[src/rtl/hazard_ctrl_if.sv]
// Handshake bundle between the pipeline datapath and the hazard/control unit.
// The master drives register IDs and stage status; the slave returns stall/flush/forward controls.
interface hazard_ctrl_if #(
  parameter int CNT_W = 16
);
  logic [4:0]       RsD, RtD, RsE, RtE;
  logic [4:0]       WriteRegE, WriteRegM, WriteRegW;
  logic             RegWriteE, RegWriteM, RegWriteW;
  logic             MemToRegE, JumpD, BranchTakenE;
  logic             MemReqM, MemReadyM;
  logic             StallF, StallD, StallE, StallM;
  logic             FlushD, FlushE, FlushW;
  logic [1:0]       ForwardAE, ForwardBE;
  logic [CNT_W-1:0] StallCnt, FlushCnt;
  logic             MemErr;

  modport master (
    output RsD, RtD, RsE, RtE, WriteRegE, WriteRegM, WriteRegW,
           RegWriteE, RegWriteM, RegWriteW, MemToRegE, JumpD, BranchTakenE,
           MemReqM, MemReadyM,
    input  StallF, StallD, StallE, StallM, FlushD, FlushE, FlushW,
           ForwardAE, ForwardBE, StallCnt, FlushCnt, MemErr
  );

  modport slave (
    input  RsD, RtD, RsE, RtE, WriteRegE, WriteRegM, WriteRegW,
           RegWriteE, RegWriteM, RegWriteW, MemToRegE, JumpD, BranchTakenE,
           MemReqM, MemReadyM,
    output StallF, StallD, StallE, StallM, FlushD, FlushE, FlushW,
           ForwardAE, ForwardBE, StallCnt, FlushCnt, MemErr
  );
endinterface

[src/rtl/hazard_ctrl_unit.sv]
// Pipeline hazard controller: load-use, branch/jump redirect, data-memory wait with timeout,
// EX-stage operand forwarding, saturating stall/flush counters and a sticky timeout flag.
module hazard_ctrl_unit #(
  parameter int TMO_CYCLES = 64,
  parameter int CNT_W      = 16
) (
  input  logic          CLK,
  input  logic          RST_N,
  hazard_ctrl_if.slave  hz
);
  localparam int TMO_W = $clog2(TMO_CYCLES + 1);
  localparam logic [TMO_W-1:0] TMO_LAST = TMO_W'(TMO_CYCLES);

  typedef enum logic {RUN, MEM_WAIT} state_t;

  state_t           state_q, state_d;
  logic [TMO_W-1:0] tmo_q, tmo_d;
  logic [CNT_W-1:0] stall_cnt_q, stall_cnt_d;
  logic [CNT_W-1:0] flush_cnt_q, flush_cnt_d;
  logic             mem_err_q, mem_err_d;

  logic mem_stall, load_use;
  logic stall_f, stall_d, stall_e, stall_m;
  logic flush_d, flush_e, flush_w;

  logic [1:0][4:0] src_e;
  logic [1:0][1:0] fwd_sel;

  always_ff @(posedge CLK or negedge RST_N) begin
    if (!RST_N) begin
      state_q     <= RUN;
      tmo_q       <= '0;
      stall_cnt_q <= '0;
      flush_cnt_q <= '0;
      mem_err_q   <= 1'b0;
    end else begin
      state_q     <= state_d;
      tmo_q       <= tmo_d;
      stall_cnt_q <= stall_cnt_d;
      flush_cnt_q <= flush_cnt_d;
      mem_err_q   <= mem_err_d;
    end
  end

  // tmo counts wait cycles; hitting TMO_LAST aborts the wait instead of stalling again.
  always_comb begin
    state_d   = state_q;
    tmo_d     = tmo_q;
    mem_err_d = mem_err_q;
    mem_stall = 1'b0;
    case (state_q)
      RUN: begin
        tmo_d = '0;
        if (hz.MemReqM && !hz.MemReadyM) begin
          mem_stall = 1'b1;
          state_d   = MEM_WAIT;
          tmo_d     = TMO_W'(1);
        end
      end
      MEM_WAIT: begin
        if (hz.MemReadyM) begin
          state_d = RUN;
          tmo_d   = '0;
        end else if (tmo_q == TMO_LAST) begin
          mem_err_d = 1'b1;
          state_d   = RUN;
          tmo_d     = '0;
        end else begin
          mem_stall = 1'b1;
          tmo_d     = tmo_q + 1'b1;
        end
      end
      default: begin
        state_d = RUN;
        tmo_d   = '0;
      end
    endcase
  end

  always_comb begin
    load_use = hz.RegWriteE && hz.MemToRegE && (hz.WriteRegE != 5'd0) &&
               ((hz.WriteRegE == hz.RsD) || (hz.WriteRegE == hz.RtD));
    stall_f = 1'b0;
    stall_d = 1'b0;
    stall_e = 1'b0;
    stall_m = 1'b0;
    flush_d = 1'b0;
    flush_e = 1'b0;
    flush_w = 1'b0;
    // Memory wait freezes everything; EX holds so branch/load-use re-evaluate on release.
    if (mem_stall) begin
      stall_f = 1'b1;
      stall_d = 1'b1;
      stall_e = 1'b1;
      stall_m = 1'b1;
      flush_w = 1'b1;
    end else if (hz.BranchTakenE) begin
      flush_d = 1'b1;
      flush_e = 1'b1;
    end else if (load_use) begin
      stall_f = 1'b1;
      stall_d = 1'b1;
      flush_e = 1'b1;
    end else if (hz.JumpD) begin
      flush_d = 1'b1;
    end
  end

  always_comb begin
    stall_cnt_d = (stall_f && (stall_cnt_q != {CNT_W{1'b1}})) ? stall_cnt_q + 1'b1 : stall_cnt_q;
    flush_cnt_d = (flush_e && (flush_cnt_q != {CNT_W{1'b1}})) ? flush_cnt_q + 1'b1 : flush_cnt_q;
  end

  assign src_e[0] = hz.RsE;
  assign src_e[1] = hz.RtE;

  // MEM result is younger than WB, so it wins when both write the same register.
  for (genvar gi = 0; gi < 2; gi++) begin : g_fwd
    assign fwd_sel[gi] =
      (hz.RegWriteM && (hz.WriteRegM != 5'd0) && (hz.WriteRegM == src_e[gi])) ? 2'b10 :
      (hz.RegWriteW && (hz.WriteRegW != 5'd0) && (hz.WriteRegW == src_e[gi])) ? 2'b01 :
      2'b00;
  end

  assign hz.ForwardAE = fwd_sel[0];
  assign hz.ForwardBE = fwd_sel[1];
  assign hz.StallF    = stall_f;
  assign hz.StallD    = stall_d;
  assign hz.StallE    = stall_e;
  assign hz.StallM    = stall_m;
  assign hz.FlushD    = flush_d;
  assign hz.FlushE    = flush_e;
  assign hz.FlushW    = flush_w;
  assign hz.StallCnt  = stall_cnt_q;
  assign hz.FlushCnt  = flush_cnt_q;
  assign hz.MemErr    = mem_err_q;
endmodule

[src/flat_wrapper.sv]
// flat-port wrapper written by rule: the top's interface ports become plain ports
module hazard_ctrl_unit_flat 
#(
  parameter int TMO_CYCLES = 64,
  parameter int CNT_W      = 16
)
  (CLK, RST_N, hz_RsD, hz_RtD, hz_RsE, hz_RtE, hz_WriteRegE, hz_WriteRegM, hz_WriteRegW, hz_RegWriteE, hz_RegWriteM, hz_RegWriteW, hz_MemToRegE, hz_JumpD, hz_BranchTakenE, hz_MemReqM, hz_MemReadyM, hz_StallF, hz_StallD, hz_StallE, hz_StallM, hz_FlushD, hz_FlushE, hz_FlushW, hz_ForwardAE, hz_ForwardBE, hz_StallCnt, hz_FlushCnt, hz_MemErr);
  hazard_ctrl_if #(.CNT_W(CNT_W)) hz_i ();
  input  logic CLK;
  input  logic RST_N;
  input wire logic [$bits(hz_i.RsD)-1:0] hz_RsD;
  input wire logic [$bits(hz_i.RtD)-1:0] hz_RtD;
  input wire logic [$bits(hz_i.RsE)-1:0] hz_RsE;
  input wire logic [$bits(hz_i.RtE)-1:0] hz_RtE;
  input wire logic [$bits(hz_i.WriteRegE)-1:0] hz_WriteRegE;
  input wire logic [$bits(hz_i.WriteRegM)-1:0] hz_WriteRegM;
  input wire logic [$bits(hz_i.WriteRegW)-1:0] hz_WriteRegW;
  input wire logic [$bits(hz_i.RegWriteE)-1:0] hz_RegWriteE;
  input wire logic [$bits(hz_i.RegWriteM)-1:0] hz_RegWriteM;
  input wire logic [$bits(hz_i.RegWriteW)-1:0] hz_RegWriteW;
  input wire logic [$bits(hz_i.MemToRegE)-1:0] hz_MemToRegE;
  input wire logic [$bits(hz_i.JumpD)-1:0] hz_JumpD;
  input wire logic [$bits(hz_i.BranchTakenE)-1:0] hz_BranchTakenE;
  input wire logic [$bits(hz_i.MemReqM)-1:0] hz_MemReqM;
  input wire logic [$bits(hz_i.MemReadyM)-1:0] hz_MemReadyM;
  output wire logic [$bits(hz_i.StallF)-1:0] hz_StallF;
  output wire logic [$bits(hz_i.StallD)-1:0] hz_StallD;
  output wire logic [$bits(hz_i.StallE)-1:0] hz_StallE;
  output wire logic [$bits(hz_i.StallM)-1:0] hz_StallM;
  output wire logic [$bits(hz_i.FlushD)-1:0] hz_FlushD;
  output wire logic [$bits(hz_i.FlushE)-1:0] hz_FlushE;
  output wire logic [$bits(hz_i.FlushW)-1:0] hz_FlushW;
  output wire logic [$bits(hz_i.ForwardAE)-1:0] hz_ForwardAE;
  output wire logic [$bits(hz_i.ForwardBE)-1:0] hz_ForwardBE;
  output wire logic [$bits(hz_i.StallCnt)-1:0] hz_StallCnt;
  output wire logic [$bits(hz_i.FlushCnt)-1:0] hz_FlushCnt;
  output wire logic [$bits(hz_i.MemErr)-1:0] hz_MemErr;
  assign hz_i.RsD = hz_RsD;
  assign hz_i.RtD = hz_RtD;
  assign hz_i.RsE = hz_RsE;
  assign hz_i.RtE = hz_RtE;
  assign hz_i.WriteRegE = hz_WriteRegE;
  assign hz_i.WriteRegM = hz_WriteRegM;
  assign hz_i.WriteRegW = hz_WriteRegW;
  assign hz_i.RegWriteE = hz_RegWriteE;
  assign hz_i.RegWriteM = hz_RegWriteM;
  assign hz_i.RegWriteW = hz_RegWriteW;
  assign hz_i.MemToRegE = hz_MemToRegE;
  assign hz_i.JumpD = hz_JumpD;
  assign hz_i.BranchTakenE = hz_BranchTakenE;
  assign hz_i.MemReqM = hz_MemReqM;
  assign hz_i.MemReadyM = hz_MemReadyM;
  assign hz_StallF = hz_i.StallF;
  assign hz_StallD = hz_i.StallD;
  assign hz_StallE = hz_i.StallE;
  assign hz_StallM = hz_i.StallM;
  assign hz_FlushD = hz_i.FlushD;
  assign hz_FlushE = hz_i.FlushE;
  assign hz_FlushW = hz_i.FlushW;
  assign hz_ForwardAE = hz_i.ForwardAE;
  assign hz_ForwardBE = hz_i.ForwardBE;
  assign hz_StallCnt = hz_i.StallCnt;
  assign hz_FlushCnt = hz_i.FlushCnt;
  assign hz_MemErr = hz_i.MemErr;
  hazard_ctrl_unit #(.TMO_CYCLES(TMO_CYCLES), .CNT_W(CNT_W)) u_core (.CLK(CLK), .RST_N(RST_N), .hz(hz_i));
endmodule
[config.mk]
export PLATFORM = sky130hd
export DESIGN_NAME = hazard_ctrl_unit_flat
export DESIGN_NICKNAME = d
export VERILOG_FILES = /design/src/rtl/hazard_ctrl_if.sv /design/src/rtl/hazard_ctrl_unit.sv /design/src/flat_wrapper.sv
export SDC_FILE = /design/constraint.sdc
export NUM_CORES = 1
export LEC_CHECK = 0
export BUFFER_PORTS_ARGS = -buffer_cell sky130_fd_sc_hd__buf_2
export CAP_MARGIN = 5
export CORE_ASPECT_RATIO = 1.5
export CORE_MARGIN = 4
export CORE_UTILIZATION = 50
export DETAILED_ROUTE_END_ITERATION = 10
export PLACE_DENSITY = 0.87
export SETUP_SLACK_MARGIN = 0.02
export SYNTH_ARGS = -nofsm -noshare
export SYNTH_HDL_FRONTEND = slang
export SYNTH_SLANG_ARGS = --single-unit
[constraint.sdc]
create_clock -name CLK -period 2.9 [get_ports CLK]
set_clock_uncertainty 0.15 [all_clocks]
set_input_delay 0.29 -clock CLK [delete_from_list [all_inputs] [get_ports CLK]]
set_output_delay 0.29 -clock CLK [all_outputs]
set_load 0.03 [all_outputs]
-- Word-level counts from Yosys, hierarchy flattened
Index checks and enable logic that the tools add are counted.
- ROM bits: 0
- logic and storage cells: 59
- memory bits (writable): 0
- latch bits: 0
- memories: 0
- bits of input ports: 45
- output and inout bits: 44
- flip-flop bits (word level): 41
- mux-type cells: 22
- bitwise gates (word level): 2
- $lt $le $gt $ge: 0
- equality and inequality tests: 9
- shift operators: 0
- $add $sub $neg: 3
- $mul: 0
- divide/modulo/power cells: 0
- reductions and logical operators: 18
- operators by type and width (operator ; count):
    adder 16 x 1 -> 16 bit (second input constant) ; 2
    != test 16 bit (second input constant) ; 2
    equality test 5 bit ; 6
    two-way mux 1 bit ; 16
    nonzero test 5 bit ; 3
    two-way mux 7 bit ; 2
    case mux 7 bit (2 select lines) ; 1
    logical AND 1 bit ; 12
    adder 7 x 1 -> 7 bit (second input constant) ; 1
    equality test 7 bit (second input constant) ; 1
    two-way mux 2 bit ; 2
    AND reduction 3 bit ; 1
    NOT 1 bit ; 2
    case mux 1 bit (2 select lines) ; 1
    logical NOT 1 bit ; 1
    logical OR 1 bit ; 1

-- Longest topological paths before layout
- depth after elaboration: 7
- mapped depth: 8
- gate-level depth less buffers: 7

-- Worst setup path before layout
Ideal clock, no wire load.
- path type: input to output
- from: input hz_WriteRegM[0]
- to: output hz_ForwardAE[0]
- buffers on the path: 0
- slack: 0.233 ns
- arrival: 2.227 ns
- stages: 4
- required time: 2.460 ns
- cell sequence: or4_1 -> o21ai_0 -> nor4_1 -> nor4_1
- longest elaborated chain between the ends: 4
- elaborated cells between the ends (all ways): 5
- classes of those cells: 1 x eq/ne; 1 x mux; 3 x reduce/logical
- RTL lines (item ; RTL line ; RTL):
    start: declaration ; flat_wrapper.sv:16 ; input wire logic [$bits(hz_i.WriteRegM)-1:0] hz_WriteRegM;
    nonzero test 5 bit ; hazard_ctrl_unit.sv:120 ; (hz.RegWriteM && (hz.WriteRegM != 5'd0) && (hz.WriteRegM == src_e[gi])) ? 2'b10 :
    logical AND 1 bit ; hazard_ctrl_unit.sv:120 ;
    logical AND 1 bit (*) ; hazard_ctrl_unit.sv:120 ;
    two-way mux 2 bit (*) ; hazard_ctrl_unit.sv:120 ;
    end: declaration ; flat_wrapper.sv:33 ; output wire logic [$bits(hz_i.ForwardAE)-1:0] hz_ForwardAE;
Mark *: on every way between the ends. The rest lies on a longest branch, timed or not.

-- Worst setup path after layout
- from: register u_core.tmo_q[3]
- to: output hz_FlushE
- longest elaborated chain between the ends: 5
- RTL lines (item ; RTL line ; RTL):
    start: declaration ; hazard_ctrl_unit.sv:17 ; logic [TMO_W-1:0] tmo_q, tmo_d;
    start signal: assignment ; hazard_ctrl_unit.sv:38 ; tmo_q <= tmo_d;
    equality test 7 bit ; hazard_ctrl_unit.sv:64 ; end else if (tmo_q == TMO_LAST) begin
    two-way mux 1 bit ; hazard_ctrl_unit.sv:64 ;
    two-way mux 1 bit ; hazard_ctrl_unit.sv:61 ; if (hz.MemReadyM) begin
    case mux 1 bit (2 select lines) ; hazard_ctrl_unit.sv:51 ; case (state_q)
    two-way mux 1 bit ; hazard_ctrl_unit.sv:91 ; if (mem_stall) begin
    end: declaration ; flat_wrapper.sv:31 ; output wire logic [$bits(hz_i.FlushE)-1:0] hz_FlushE;
Every way passes these cells.

==> summary.md <==
| Metric | Value |
|---|---|
| RSZ-0062 raised after global routing | no |
| CP endpoint kind | primary output |
| Layout cell share with drive strength beyond 1 | 34.1% |
| Ys flop type | dfrtp_1 |
| Status | finished with violations |
| Initial antenna violation count | 0 |
| Switching Power | 648 uW |
| Die Y | 93.2 um |
| Die Footprint | 6040 um2 |
| Via count | 2102 |
| CTS tree | built |
| Crit Path Max Fanout | 13 |
| Min-delay worst type | in -> async |
| DRC viols | 0 |
| Final Hold Viols | 41 |
| Critical-path cell list | nor4_2 > a41oi_2 > nor2_1 > buf_4 > buf_2 |
| Flops & latches, synth | 41 |
| Combinational Power Share | 31.4% |
| Initial Utilization | 52.4% |
| Post_cts resized | 0 |
| Avg Synthesized Cell Area | 10.4 um2 |
| Ys async rst share | 100% |
| Critical path class | reg -> out |
| Post-synthesis cell count | 233 |
| Number of global-route vias before repair | 2224 |
| CTS Buf Count | 5 |
| DP Worst Slack | 0.591 ns |
| First-pass GRT wire length | 10.0 mm |
| Nets | 372 |
| CTS H-tree lvls | 2 |
| Crit-path max cell delay | 0.43 ns |
| Placed inst area | 2900 um2 |
| Setup TNS | 0 ns |
| Reg power frac | 43.5% |
| Worst vdd ir | 0.000324 V |
| Measured slew at the worst slew-check pin | 0.885 ns |
| Ys Warns | 0 |
| LEAKAGE | 0.00147 uW |
| Most frequent cells in the layout | buf_2 (88), xnor2_1 (41), dfrtp_1 (41), xor2_1 (21), nand3_1 (19) |
| Setup Viol. Count Final | 0 |
| Post-synth EDFFs | 0 |
| Sw Share | 37.0% |
| Maximum clock path buffer count | 2 |
| Fin Hold WS | -0.0348 ns |
| Part of the power in the clock network | 25.1% |
| PnR worst setup slack | 0.453 ns |
| DRT iter0 DRCs | 68 |
| Area Growth Syn to Fin | 24.3% |
| CP Launch Type | flop |
| Violated checks | negative hold slack |
| Clock Latency Late Sink | 0.29 ns |
| Fin. max-slew vios | 0 |
| WP data required | 2.46 ns |
| DP Wirelength | 4.77 mm |
| Final core occ | 65.1% |
| Pwr Density | 583 nW/um2 |
| DRT Pass-1 Iters | 5 |
| Internal | 1110 uW |
| Core area | 4620 um2 |
| Final period util | 84.4% |
| Syn Nets | 282 |
| # rows | 30 |
| Slowest CP cell | dfrtp_1 |
| Routability cong. | 0.955 |
| Tot GR Track Use | 21.3% |
| Yosys cell types | 35 |
| Fmax | 409 MHz |
| Most common cell after layout, fill and taps aside | buf_2 |
| Post-synthesis cell area | 2420 um2 |
| Ant diodes | 0 |
| Final instance area | 3010 um2 |
| Grt total ovfl | 0 |
| Seq/Total Area, Yosys | 42.4% |
| CTS sink cnt | 41 |
| Fill count | 394 |
| DR WL/cell | 15.1 um |
| Largest net degree at the start of global routing | 42 |
| Slew margin rel. | 41.0% |
| Max cap viols | 0 |
| Post-CTS Setup Repair Bufs | 0 |
| Ports | 89 |
| Final WL | 5.85 mm |
| Total Power | 1750 uW |
| Port bufs | 88 |
| Post-CTS Hold Fix Bufs | 0 |
| DR vias/cell | 5.43 |
| Clock Pin Slew Worst Setup and Hold Paths | 0.08 ns |
| Die W | 64.8 um |
| CP arrival | 2.01 ns |
| Root Driver | clkbuf_8 |
| Fin crit period | 2.45 ns |
| Antenna viol nets, final | 0 |
[registers in the layout, summed over array words and instances, names as in the netlist]
signal / flops
u_core.hz.FlushCnt: 16
u_core.hz.StallCnt: 16
u_core.tmo_q: 7
u_core.state_q: 1
u_core.hz.MemErr: 1
[cell usage after synthesis, drive strengths merged, types with 2 or more instances]
cell type | instances | area share (%)
a21oi | 5 | 1.2
and3 | 16 | 4.1
and4 | 2 | 0.83
buf | 6 | 1.8
dfrtp | 41 | 42
ha | 4 | 2.1
inv | 5 | 0.78
mux2 | 4 | 1.9
nand2 | 14 | 2.2
nand2b | 4 | 1.0
nand3 | 24 | 6.0
nand4 | 8 | 2.3
nor2 | 15 | 2.3
nor4 | 5 | 1.6
o21ai | 3 | 0.62
o21bai | 2 | 0.62
or3 | 2 | 0.52
or4 | 4 | 1.2
xnor2 | 41 | 15
xor2 | 21 | 7.6
[worst max-delay path, delay by kind of cell, from the launching register on]
| kind | cells | cell delay, ns |
|---|---|---|
| compound gates | 1 | 0.33 |
| buf+inv | 2 | 0.40 |
| flops | 1 | 0.43 |
| simple gates | 2 | 0.55 |
[per-stage QoR]
| step | hold WS (ns) | std cells |
|---|---|---|
| floorplan | -0.156 | 233 |
| global placement | 0.301 | 380 |
| detailed placement | 0.316 | 380 |
| CTS | 0.00177 | 387 |
| global route | 0.0109 | 387 |
| finish | -0.0348 | 387 |
[kinds of logic (layout without fill, tap and decap cells)]
group	Yosys count	after routing	share of synthesized area, %
AOI/OAI and AO/OA	14	14	4.96
xor gates and xnor gates	62	62	22.4
adders and majority gates	4	4	2.07
buffers and inverters	11	101	2.59
DFF	41	41	42.4
muxes	4	4	1.86
and+or+nand+nor	97	97	23.7
[final timing paths]
check	to	cells past startpoint	from	slack (ns)
worst max-delay path	hz_FlushE	5	u_core.tmo_q[3]	0.45
worst min-delay path	u_core.hz.FlushCnt[1]	1	RST_N	-0.03
worst max register to register	u_core.hz.FlushCnt[1]	6	u_core.hz.FlushCnt[6]	0.65
worst min register to register	u_core.hz.MemErr	1	u_core.hz.MemErr	0.34
max in group asynchronous	u_core.hz.StallCnt[1]	1	RST_N	2.08
min in group CLK	u_core.tmo_q[0]	2	hz_MemReadyM	0.02
[power groups by stage]
stage | Clock [uW] | Sequential (uW) | Combinational, uW
3_5_place_dp | 0 | 772 | 555
6_report | 440 | 763 | 551
5_1_grt | 482 | 777 | 597
3_3_place_gp | 0 | 767 | 538
4_1_cts | 455 | 762 | 560
2_1_floorplan | 0 | 911 | 214
[final cells by class]
| cell class | instances | area, um2 | area share, % |
|---|---|---|---|
| sequential | 41 | 1030 | 34.1 |
| clock inverter | 2 | 35.0 | 1.16 |
| tap | 64 | 80.1 | 2.66 |
| inverter | 5 | 18.8 | 0.624 |
| multi-input combinational | 181 | 1330 | 44.3 |
| clock buffer | 5 | 68.8 | 2.29 |
| timing repair buffer | 89 | 448 | 14.9 |
[metal layers]
metal / vias up / track usage (%) / wire length (um)
met5: - / 0 / 0
met2: 89 / 39.6 / 3190
met1: 1006 / 20.7 / 1960
li1: 987 / - / -
met3: 20 / 4.81 / 403
met4: 0 / 13.2 / 300
Note: power is estimated with default switching activity, not from simulation.
